### src/rtl/framebuffer_plot_writer_if.sv
// Pixel-plot and framebuffer write bundle between the drawing FSMs and the plot writer.
// master = drawing side, slave = framebuffer_plot_writer.
interface framebuffer_plot_writer_if;
  logic [7:0]  x;
  logic [6:0]  y;
  logic [2:0]  colour;
  logic        plot;
  logic        plot_ready;
  logic        clr_start;
  logic [2:0]  clr_colour;
  logic        clr_done;
  logic        busy;
  logic [14:0] mem_addr;
  logic [2:0]  mem_data;
  logic        mem_we;

  modport master (
    output x, y, colour, plot, clr_start, clr_colour,
    input  plot_ready, clr_done, busy, mem_addr, mem_data, mem_we
  );

  modport slave (
    input  x, y, colour, plot, clr_start, clr_colour,
    output plot_ready, clr_done, busy, mem_addr, mem_data, mem_we
  );
endinterface

### src/rtl/framebuffer_plot_writer.sv
// Plot request FIFO + linear writer for a 160x120x3b framebuffer, with full-screen clear.
// Define FB_DROP_CNT_EN to add drop_cnt, a saturating count of out-of-range requests.
module framebuffer_plot_writer #(
  parameter int XRES       = 160,
  parameter int YRES       = 120,
  parameter int FIFO_DEPTH = 4
) (
  input  logic clk,
  input  logic resetn,
`ifdef FB_DROP_CNT_EN
  output logic [7:0] drop_cnt,
`endif
  framebuffer_plot_writer_if.slave bus
);

  localparam int          PW        = $clog2(FIFO_DEPTH);
  localparam logic [PW:0] DEPTH_C   = (PW+1)'(FIFO_DEPTH);
  localparam logic [PW:0] CNT_ONE   = (PW+1)'(1);
  localparam logic [PW-1:0] PTR_ONE = PW'(1);
  localparam logic [7:0]  XLIM      = 8'(XRES);
  localparam logic [6:0]  YLIM      = 7'(YRES);
  localparam logic [14:0] LAST_ADDR = 15'(XRES*YRES-1);

  typedef enum logic [1:0] {IDLE, DRAIN, CLEAR, DONE} state_t;
  state_t state;

  logic [7:0]    fx [FIFO_DEPTH];
  logic [6:0]    fy [FIFO_DEPTH];
  logic [2:0]    fc [FIFO_DEPTH];
  logic [PW-1:0] wr_ptr, rd_ptr;
  logic [PW:0]   count, count_next;
  logic          rdy_en;
  logic [14:0]   clr_addr;
  logic [2:0]    clr_col;

  logic [14:0]   mem_addr_p1;
  logic [2:0]    mem_data_p1;
  logic          vld_p1;
  logic          clr_done_p1;

  logic          full, empty, accept, in_range, push, pop;
  logic [14:0]   pop_addr;

  // Stage 0: handshake, range check and FIFO bookkeeping
  always_comb begin
    full       = (count == DEPTH_C);
    empty      = (count == '0);
    in_range   = (bus.x < XLIM) && (bus.y < YLIM);
    accept     = bus.plot && bus.plot_ready;
    push       = accept && in_range;
    pop        = !empty && ((state == IDLE) || (state == DRAIN));
    count_next = count;
    if (push && !pop)
      count_next = count + CNT_ONE;
    else if (pop && !push)
      count_next = count - CNT_ONE;
    // y*160 + x as two shifts; fits 15 bits for every in-range entry
    pop_addr = 15'({fy[rd_ptr], 7'b0}) + 15'({fy[rd_ptr], 5'b0}) + 15'(fx[rd_ptr]);
  end

  // rdy_en keeps plot_ready low through reset and for the release edge itself
  assign bus.plot_ready = rdy_en && !full && (state == IDLE);
  assign bus.busy       = !empty || (state != IDLE);
  assign bus.mem_addr   = mem_addr_p1;
  assign bus.mem_data   = mem_data_p1;
  assign bus.mem_we     = vld_p1;
  assign bus.clr_done   = clr_done_p1;

  always_ff @(posedge clk) begin
    if (push) begin
      fx[wr_ptr] <= bus.x;
      fy[wr_ptr] <= bus.y;
      fc[wr_ptr] <= bus.colour;
    end
  end

  // Stage 1: registered framebuffer write port and sequencing FSM
  always_ff @(posedge clk) begin
    if (!resetn) begin
      state       <= IDLE;
      wr_ptr      <= '0;
      rd_ptr      <= '0;
      count       <= '0;
      rdy_en      <= 1'b0;
      clr_addr    <= '0;
      clr_col     <= '0;
      mem_addr_p1 <= '0;
      mem_data_p1 <= '0;
      vld_p1      <= 1'b0;
      clr_done_p1 <= 1'b0;
    end else begin
      rdy_en      <= 1'b1;
      vld_p1      <= 1'b0;
      clr_done_p1 <= 1'b0;
      count       <= count_next;
      if (push)
        wr_ptr <= wr_ptr + PTR_ONE;
      if (pop) begin
        rd_ptr      <= rd_ptr + PTR_ONE;
        vld_p1      <= 1'b1;
        mem_addr_p1 <= pop_addr;
        mem_data_p1 <= fc[rd_ptr];
      end
      case (state)
        IDLE: begin
          if (bus.clr_start) begin
            clr_col  <= bus.clr_colour;
            clr_addr <= '0;
            // a plot taken in this same cycle must reach memory before the clear
            state    <= (count_next == '0) ? CLEAR : DRAIN;
          end
        end
        DRAIN: begin
          if (count_next == '0)
            state <= CLEAR;
        end
        CLEAR: begin
          vld_p1      <= 1'b1;
          mem_addr_p1 <= clr_addr;
          mem_data_p1 <= clr_col;
          clr_addr    <= clr_addr + 15'd1;
          if (clr_addr == LAST_ADDR)
            state <= DONE;
        end
        DONE: begin
          clr_done_p1 <= 1'b1;
          state       <= IDLE;
        end
        default: state <= IDLE;
      endcase
    end
  end

`ifdef FB_DROP_CNT_EN
  always_ff @(posedge clk) begin
    if (!resetn)
      drop_cnt <= '0;
    else if (accept && !in_range && (drop_cnt != 8'hFF))
      drop_cnt <= drop_cnt + 8'd1;
  end
`endif

endmodule

### src/flat_wrapper.sv
// flat-port wrapper written by rule: the top's interface ports become plain ports
module framebuffer_plot_writer_flat 
#(
  parameter int XRES       = 160,
  parameter int YRES       = 120,
  parameter int FIFO_DEPTH = 4
)
  (clk, resetn, bus_x, bus_y, bus_colour, bus_plot, bus_clr_start, bus_clr_colour, bus_plot_ready, bus_clr_done, bus_busy, bus_mem_addr, bus_mem_data, bus_mem_we);
  framebuffer_plot_writer_if bus_i ();
  input  logic clk;
  input  logic resetn;
  input wire logic [$bits(bus_i.x)-1:0] bus_x;
  input wire logic [$bits(bus_i.y)-1:0] bus_y;
  input wire logic [$bits(bus_i.colour)-1:0] bus_colour;
  input wire logic [$bits(bus_i.plot)-1:0] bus_plot;
  input wire logic [$bits(bus_i.clr_start)-1:0] bus_clr_start;
  input wire logic [$bits(bus_i.clr_colour)-1:0] bus_clr_colour;
  output wire logic [$bits(bus_i.plot_ready)-1:0] bus_plot_ready;
  output wire logic [$bits(bus_i.clr_done)-1:0] bus_clr_done;
  output wire logic [$bits(bus_i.busy)-1:0] bus_busy;
  output wire logic [$bits(bus_i.mem_addr)-1:0] bus_mem_addr;
  output wire logic [$bits(bus_i.mem_data)-1:0] bus_mem_data;
  output wire logic [$bits(bus_i.mem_we)-1:0] bus_mem_we;
  assign bus_i.x = bus_x;
  assign bus_i.y = bus_y;
  assign bus_i.colour = bus_colour;
  assign bus_i.plot = bus_plot;
  assign bus_i.clr_start = bus_clr_start;
  assign bus_i.clr_colour = bus_clr_colour;
  assign bus_plot_ready = bus_i.plot_ready;
  assign bus_clr_done = bus_i.clr_done;
  assign bus_busy = bus_i.busy;
  assign bus_mem_addr = bus_i.mem_addr;
  assign bus_mem_data = bus_i.mem_data;
  assign bus_mem_we = bus_i.mem_we;
  framebuffer_plot_writer #(.XRES(XRES), .YRES(YRES), .FIFO_DEPTH(FIFO_DEPTH)) u_core (.clk(clk), .resetn(resetn), .bus(bus_i));
endmodule
### config.mk
export PLATFORM = sky130hd
export DESIGN_NAME = framebuffer_plot_writer_flat
export DESIGN_NICKNAME = d
export VERILOG_FILES = /design/src/rtl/framebuffer_plot_writer_if.sv /design/src/rtl/framebuffer_plot_writer.sv /design/src/flat_wrapper.sv
export SDC_FILE = /design/constraint.sdc
export NUM_CORES = 1
export LEC_CHECK = 0
export ABC_AREA = 1
export CAP_MARGIN = 20
export CORE_ASPECT_RATIO = 1.75
export CORE_MARGIN = 2
export CORE_UTILIZATION = 57
export CTS_CLUSTER_SIZE = 20
export DETAILED_ROUTE_END_ITERATION = 8
export PLACE_DENSITY = 0.79
export SLEW_MARGIN = 10
export SYNTH_ARGS = -nofsm -noshare
export SYNTH_HDL_FRONTEND = slang
export SYNTH_SLANG_ARGS = --single-unit
### constraint.sdc
create_clock -name clk -period 3.8 [get_ports clk]
set_clock_uncertainty 0.15 [all_clocks]
set_input_delay 0.38 -clock clk [delete_from_list [all_inputs] [get_ports clk]]
set_output_delay 0.38 -clock clk [all_outputs]
set_load 0.05 [all_outputs]
---- After elaboration in Yosys (flattened, before gate mapping) ----
Memory sizes are Yosys's and may differ from the RTL's. A register that Yosys moved wholly into a read port is not among the register bits.
Index checks and enable logic that the tools add are counted.
Widths: inputs -> output; s select.
word-level totals
  input bits .............................. 25
  output and inout port bits .............. 22
  bits in writable memories ............... 72
  word-level logic and storage cells ...... 79
  memories kept ........................... 3
  register bits after elaboration ......... 48
memories
  memory     words  bits a word  read ports  clocked after memory_dff  wr ports  line                           text
  u_core.fx  4      8            1           1                         1         framebuffer_plot_writer.sv:27  logic [7:0] fx [FIFO_DEPTH];
  u_core.fy  4      7            1           1                         1         framebuffer_plot_writer.sv:28  logic [6:0] fy [FIFO_DEPTH];
  u_core.fc  4      3            1           1                         1         framebuffer_plot_writer.sv:29  logic [2:0] fc [FIFO_DEPTH];
cells by class
  mux-type cells .......................... 25
  $lt $le $gt $ge ......................... 2
  add/sub/neg operators ................... 7
  reduce and logical (&&, ||, !) cells .... 23
  equal/unequal tests ..................... 8
operators by type and width
  operator               count
  $mux 15                3
  $pmux 15 s2            1
  $mux 2                 10
  $add 14x12->15         1
  $add 15x1->15 const B  1
  $add 15x8->15          1
  $eq 15x15->1 const B   1
  $mux 3                 4
  $logic_and 1x1->1      8
  $lt 8x8->1 const B     1
  $pmux 2 s4             1
  $lt 7x7->1 const B     1
  $logic_not 3->1        2
  $mux 1                 6
  $reduce_bool 2->1      3
  $add 2x1->2 const B    2
  $eq 2x2->1 const B     2
  $logic_not 1->1        4
  $ne 2x2->1 const B     2
  $reduce_and 2->1       2
  $add 3x1->3 const B    1
  $eq 3x3->1 const B     1
  $reduce_and 3->1       1
  $sub 3x1->3 const B    1
  4 further kinds        5

---- Logic depth before layout (Yosys ltp) ----
Gate-level depths: netlist of the first run.
  word-level depth ........................ 14
  gate-level depth with buffers ........... 20
  gate-level depth less buffers ........... 18

---- Worst setup path after synthesis of the first run ----
No wires, ideal clock.
  kind .................................... register to register
  start point ............................. register with a tool-made name
  end point ............................... register u_core.mem_addr_p1[12] (netlist: u_core.bus.mem_addr[12])
  stages on the path, launching flop included .. 17
  buffers on the path ..................... 3
  clock period less this slack ............ 3161 ps
  slack ................................... 639 ps
  required time ........................... 3580 ps
  library setup time ...................... 70 ps
  arrival ................................. 2940 ps
  path through ............................ dfxtp_1 -> buf_2 -> clkinv_1 -> clkbuf_1 -> clkbuf_1 -> o21ai_0 -> o22ai_1 -> ha_1 -> ha_1 -> fa_1 -> a21oi_1 -> o21bai_1 -> a21oi_1 -> o21bai_1 -> a21oi_1 -> o21ai_0 -> a21oi_1
RTL lines
  what                    line                            text
  end signal: assignment  framebuffer_plot_writer.sv:101  mem_addr_p1 <= pop_addr;
  end signal: assignment  framebuffer_plot_writer.sv:119  mem_addr_p1 <= clr_addr;
  end: declaration        framebuffer_plot_writer.sv:36   logic [14:0] mem_addr_p1;

==> flow_metrics.env, run 1 <==
export IMPL_status="completed"
export IMPL_grt_remaining_overflow=0
export IMPL_pwr_share_comb_pct=42.1
export IMPL_fin_crit_sh_pct=85.4
export IMPL_numClockSinks=122
export IMPL_setup_tns_ns=0
export IMPL_syn_to_final_growth_pct=22.2
export IMPL_io_buffers=46
export IMPL_cts_repair_resized=0
export IMPL_num_antenna_cells=0
export IMPL_cts_buffers=17
export IMPL_die_y_um=133
export IMPL_initial_utilization_pct=58.0
export IMPL_leakage_nw=2.55
export IMPL_cp_required_ns=3.98
export IMPL_htree_num_levels=4
export IMPL_antenna_found_initial=0
export IMPL_p_sw_share_pct=39.9
export IMPL_fillers=665
export IMPL_clk_pin_slew_ns=0.06
export IMPL_p_switching_mw=2.21
export IMPL_synth_area_leaders="edfxtp_1, dfxtp_1, nand2_1"
export IMPL_rows=47
export IMPL_root_buffer="clkbuf_16"
export IMPL_clkLatencyLatePin_ns=0.40
export IMPL_netlist_top_cell_by_area="edfxtp_1"
export IMPL_drtIter0Drc=255
export IMPL_viasPerCell=5.47
export IMPL_core_um2=9350
export IMPL_worst_pin_slew_ns=0.749
export IMPL_cpLargestDelayFamily="compound AO/OA/AOI/OAI gates"
export IMPL_firstDrtPassIters=4
export IMPL_fin_crit_ns=3.25
export IMPL_place_hpwl_mm=8.10
export IMPL_yosys_warnings=0
export IMPL_wl_per_cell_um=15.4
export IMPL_grt_util_all_layers_pct=23.7
export IMPL_worst_setup_path_start_kind="register"
export IMPL_path_class="register to register"
export IMPL_fin_ws_ns=0.554
export IMPL_synth_cells=558
export IMPL_io_pins=47
export IMPL_slew_violations=0
export IMPL_drc=0
export IMPL_cp_cell_sequence="clkinv_1 > buf_4 > o21ai_0 > o22ai_1 > ha_1 > ha_1 > inv_1 > o21bai_1 > a21oi_1 > o21bai_1 > nand2_1 > nand2_1 > nand3_1 > a21oi_1"
export IMPL_tritoncts="built"
export IMPL_yosys_area_top_type_share_pct=39.8
export IMPL_finalSetupViolCount=0
export IMPL_grt_pass1_wl_mm=18.9
export IMPL_seq_area_frac_synth_pct=58.3
export IMPL_yosys_cell_types_count=36
export IMPL_clock_path_buffers=2
export IMPL_layout_nets=670
export IMPL_ir_drop_mv=0.477
export IMPL_synthesis_nets=611
export IMPL_worstPathArrival_ns=3.42
export IMPL_power_density_nw_per_um2=834
export IMPL_slew_headroom_pct=50.0
export IMPL_cpPeakStageDelay_ns=0.36
export IMPL_rsz0062_at_grt="false"
export IMPL_path_buf_inv=3
export IMPL_grt_max_degree=25
export IMPL_hold_viol_final=0
export IMPL_drive_gt1_share_pct=10.5
export IMPL_clock_power_share_pct=28.0
export IMPL_synth_area_per_cell_um2=9.73
export IMPL_place_ws_ns=0.631
export IMPL_ctsHoldBuffers=0
export IMPL_hold_class="register to register"
export IMPL_synth_area_um2=5430
export IMPL_end_kind="register"
export IMPL_gp_congestion=0.862
export IMPL_max_freq_ghz=0.308
export IMPL_maxCapViolCount=0
export IMPL_post_cts_buffers=0
export IMPL_die_area_um2=10300
export IMPL_first_global_vias=4031
export IMPL_multi_input_area_um2=1980
export IMPL_ys_seq_elements=122
export IMPL_drtAntennaViolNets=0
export IMPL_seq_power_share_pct=29.9
export IMPL_cp_max_fo=22
export IMPL_register_area_um2=3160
export IMPL_die_x_um=77.8
export IMPL_slowest_stage="dfxtp_1"
export IMPL_vias=4111
export IMPL_drt_wl_total_mm=11.6
export IMPL_p_int_mw=3.32
==> cells in the final DEF, fill, tap and decap left out, types with 4 or more instances in the layout <==
| cell type | Yosys | layout |
|---|---|---|
| buf_4 | 0 | 13 |
| nand2_1 | 108 | 108 |
| nor2_2 | 6 | 6 |
| clkinvlp_4 | 0 | 4 |
| a21oi_1 | 33 | 33 |
| o21ai_0 | 45 | 45 |
| nand4_1 | 4 | 4 |
| clkdlybuf4s50_1 | 0 | 46 |
| nand3_1 | 9 | 9 |
| inv_6 | 0 | 4 |
| clkbuf_16 | 0 | 17 |
| ha_1 | 26 | 26 |
| nor2_1 | 69 | 69 |
| inv_1 | 50 | 50 |
| nand2_2 | 6 | 6 |
| a31oi_1 | 14 | 14 |
| edfxtp_1 | 72 | 72 |
| o22ai_1 | 13 | 13 |
| dfxtp_1 | 50 | 50 |
| nand3_2 | 4 | 4 |
| clkinv_1 | 2 | 4 |
==> sequential cells by signal, indices dropped and copies added, names as in the netlist, 3 cells and up, named ones only <==
signal,cells
u_core.fx,32
u_core.fy,28
u_core.bus.mem_addr,15
u_core.clr_addr,15
u_core.fc,12
u_core.bus.mem_data,3
u_core.clr_col,3
u_core.count,3
==> path summary, 6_finish.rpt <==
| check | from | to | slack (ns) | cells past startpoint |
|---|---|---|---|---|
| max | register | u_core.bus.mem_addr[14] | 0.55 | 14 |
| min | u_core.bus.mem_addr[5] | u_core.bus.mem_addr[5] | 0.33 | 2 |
| max reg2reg | register | u_core.bus.mem_addr[14] | 0.55 | 14 |
| min reg2reg | u_core.bus.mem_addr[5] | u_core.bus.mem_addr[5] | 0.33 | 2 |
==> power groups by stage <==
stage | combinational (mW) | sequential [mW] | clock [mW]
finish | 2.33 | 1.65 | 1.55
global placement | 2.24 | 1.67 | 0
CTS | 2.33 | 1.65 | 1.56
global route | 2.59 | 1.67 | 1.63
detailed placement | 2.31 | 1.68 | 0
floorplan | 1.41 | 1.95 | 0
==> tightest hold or removal path, cell delays in order (launching register included) <==
cell and delay [ns]:
dfxtp_1 0.31, nand2_1 0.06, a31oi_1 0.06
==> synthesized netlist by cell type (all sizes together) <==
cell type / number
nand2: 115
fa: 2
a31oi: 14
dfxtp: 50
o21bai: 2
nor2: 76
nand3b: 1
clkinv: 2
clkbuf: 14
nand3: 13
buf: 5
nor3: 4
o22ai: 13
edfxtp: 72
inv: 52
xor2: 3
a32oi: 3
and3: 1
ha: 26
a211oi: 1
o21ai: 48
xnor2: 1
a32o: 2
nand4: 4
a21oi: 33
nor4: 1
==> per-layer routing <==
layer / up-vias / share of wire, % / track usage, %
met4: 0 / 2.2 / 12.0
met5: - / 0 / 0
met2: 113 / 55 / 43.3
li1: 2019 / - / -
met3: 22 / 3.9 / 4.67
met1: 1957 / 39 / 25.3
==> final cells by class <==
class	count	area share (%)
Multi-Input combinational cell	363	29.8
Tap cell	122	2.30
Clock buffer	18	6.47
Inverter	54	3.06
Sequential cell	122	47.7
Clock inverter	14	2.21
Timing Repair Buffer	59	8.42
==> stage by stage <==
step / instance area, um2 / power (mW) / hold slack (ns) / util (%) / cells
detailed placement: 6050 / 3.99 / 0.321 / 64.8 / 720
finish: 6630 / 5.53 / 0.326 / 70.9 / 752
global placement: 6050 / 3.91 / 0.305 / 64.8 / 720
floorplan: 5430 / 3.36 / 0.258 / - / 558
CTS: 6630 / 5.55 / 0.330 / 70.9 / 752
global route: 6630 / 5.89 / 0.350 / 70.9 / 752
==> cell families after synthesis <==
group	share of synthesized area, %
xor gates and xnor gates	0.646
AOI/OAI and AO/OA	12.0
adders and majority gates	6.73
buffers and inverters	5.28
and+or+nand+nor	17.1
DFF	58.3
Power figures use the tool's default switching activity.
==> run 2, diff against run 1 <==
CAP_MARGIN = 30   (was 20)
CORE_UTILIZATION = 60   (was 57)
CTS_BUF_LIST = sky130_fd_sc_hd__clkbuf_8   (was default)
PLACE_DENSITY = 0.82   (was 0.79)
==> flow_metrics.env, run 2 (synthesis gave the netlist of run 1 again) <==
export IMPL_status="completed"
export IMPL_numClockSinks=122
export IMPL_final_common_cell="nand2_1"
export IMPL_clk_pin_slew_ns=0.07
export IMPL_p_int_mw=3.14
export IMPL_worstPathArrival_ns=3.62
export IMPL_gp_congestion=0.931
export IMPL_setup_tns_ns=0
export IMPL_max_freq_ghz=0.293
export IMPL_viasPerCell=5.59
export IMPL_p_sw_share_pct=40.9
export IMPL_slew_headroom_pct=47.0
export IMPL_hold_class="register to register"
export IMPL_grt_util_all_layers_pct=25.8
export IMPL_regMostFlops="u_core.fx"
export IMPL_min_from="u_core.bus.mem_addr[5]"
export IMPL_largest_register_ffs=32
export IMPL_slew_violations=0
export IMPL_syn_to_final_growth_pct=19.6
export IMPL_ctsHoldBuffers=0
export IMPL_firstDrtPassIters=5
export IMPL_drive_gt1_share_pct=10.2
export IMPL_leakage_nw=2.51
export IMPL_htree_num_levels=4
export IMPL_grt_max_degree=37
export IMPL_fillers=596
export IMPL_ff2ff_path_depth=14
export IMPL_cts_repair_resized=0
export IMPL_die_x_um=75.9
export IMPL_path_class="register to register"
export IMPL_drtIter0Drc=345
export IMPL_cts_buffers=17
export IMPL_die_area_um2=9850
export IMPL_register_area_um2=3160
export IMPL_maxCapViolCount=0
export IMPL_rsz0062_at_grt="false"
export IMPL_drc=0
export IMPL_worst_setup_path_start_kind="register"
export IMPL_tritoncts="built"
export IMPL_seq_power_share_pct=31.2
export IMPL_cp_max_fo=36
export IMPL_fin_crit_sh_pct=90.0
export IMPL_cp_required_ns=4.00
export IMPL_holdPathStages=2
export IMPL_reg2reg_to="u_core.bus.mem_addr[12]"
export IMPL_antenna_found_initial=0
export IMPL_place_inst=715
export IMPL_worst_pin_slew_ns=0.795
export IMPL_final_instance_count_excl_fill=747
export IMPL_power_density_nw_per_um2=817
export IMPL_top_regs="u_core.fx (32), u_core.fy (28)"
export IMPL_end_kind="register"
export IMPL_io_pins=47
export IMPL_multi_input_area_um2=1980
export IMPL_initial_utilization_pct=62.2
export IMPL_layout_common_cells="nand2_1, edfxtp_1, nor2_1"
export IMPL_num_antenna_cells=0
export IMPL_drt_wl_total_mm=11.8
export IMPL_clock_path_buffers=2
export IMPL_regToRegSetupSlack_ns=0.38
export IMPL_hold_viol_final=0
export IMPL_io_buffers=46
export IMPL_finalSetupViolCount=0
export IMPL_place_hpwl_mm=8.31
export IMPL_hold_end="u_core.bus.mem_addr[5]"
export IMPL_pwr_share_comb_pct=44.9
export IMPL_layout_nets=670
export IMPL_p_switching_mw=2.17
export IMPL_wl_per_cell_um=15.9
export IMPL_vias=4172
export IMPL_grt_pass1_wl_mm=18.8
export IMPL_clock_power_share_pct=23.9
export IMPL_die_y_um=130
export IMPL_ir_drop_mv=0.435
export IMPL_rows=45
export IMPL_root_buffer="clkbuf_8"
export IMPL_drtAntennaViolNets=0
export IMPL_core_um2=8730
export IMPL_clkLatencyLatePin_ns=0.43
export IMPL_grt_remaining_overflow=0
export IMPL_fin_crit_ns=3.42
export IMPL_first_global_vias=4091
export IMPL_post_cts_buffers=0
[run 2: cell types whose count changed in the layout (fill, tap and decap cells not counted), sizes merged]
cell,previous run,this run
clkbuf,18,17
clkinvlp,4,1
inv,56,54
bufinv,2,5
clkinv,6,9
[run 2: power groups by stage]
stage | clock network (mW) | registers, mW | logic, mW
after CTS | 1.28 | 1.65 | 2.37
after floorplan | 0 | 1.95 | 1.41
after global routing | 1.34 | 1.67 | 2.61
after detailed placement | 0 | 1.68 | 2.34
after global placement | 0 | 1.67 | 2.25
final | 1.27 | 1.65 | 2.38
[run 2: stage by stage]
stage	hold slack (ns)	util, %	instance area, um2	setup slack (ns)	power, mW
6_report	0.331	74.4	6490	0.381	5.30
5_1_grt	0.356	74.4	6490	0.111	5.62
4_1_cts	0.335	74.4	6490	0.422	5.30
3_5_place_dp	0.317	69.3	6050	0.450	4.01
3_3_place_gp	0.306	69.3	6050	0.670	3.92
2_1_floorplan	0.258	-	5430	0.639	3.36
[run 2: worst max-delay path by stage]
stage              from                 endpoint  cells past startpoint
2_1_floorplan  register  u_core.bus.mem_addr[12]                     16
3_3_place_gp   register  u_core.bus.mem_addr[12]                     14
3_5_place_dp   register  u_core.bus.mem_addr[12]                     14
4_1_cts        register  u_core.bus.mem_addr[12]                     14
5_1_grt        register  u_core.bus.mem_addr[13]                     18
6_report       register  u_core.bus.mem_addr[12]                     14
[run 2: per-layer routing]
layer  vias to the layer above  track usage, %  share of wire [%]
met2                       142            44.7                 55
li1                       2016               -                  -
met4                         0            15.1                4.0
met1                      1974            28.3                 36
met3                        40            4.86                4.7
met5                         -               0                  0
[run 2: critical path: stages, from the launching register on]
cell and delay, ns:
dfxtp_1 0.34, buf_4 0.34, nand2_1 0.09, a32oi_1 0.25, inv_1 0.09, fa_1 0.55
inv_1 0.08, fa_1 0.46, a21oi_1 0.21, o21bai_1 0.13, a21oi_1 0.16, o21bai_1 0.11
a21oi_1 0.14, o21ai_0 0.10, a21oi_1 0.15
[run 2: area by class of cell]
type / count / share of cell area, %
inverters: 54 / 3.12
clock buffers: 17 / 3.61
repair buffers: 59 / 8.60
clock inverters: 15 / 3.20
flip-flops and latches: 122 / 48.7
multi-input cells: 363 / 30.5
well taps: 117 / 2.26
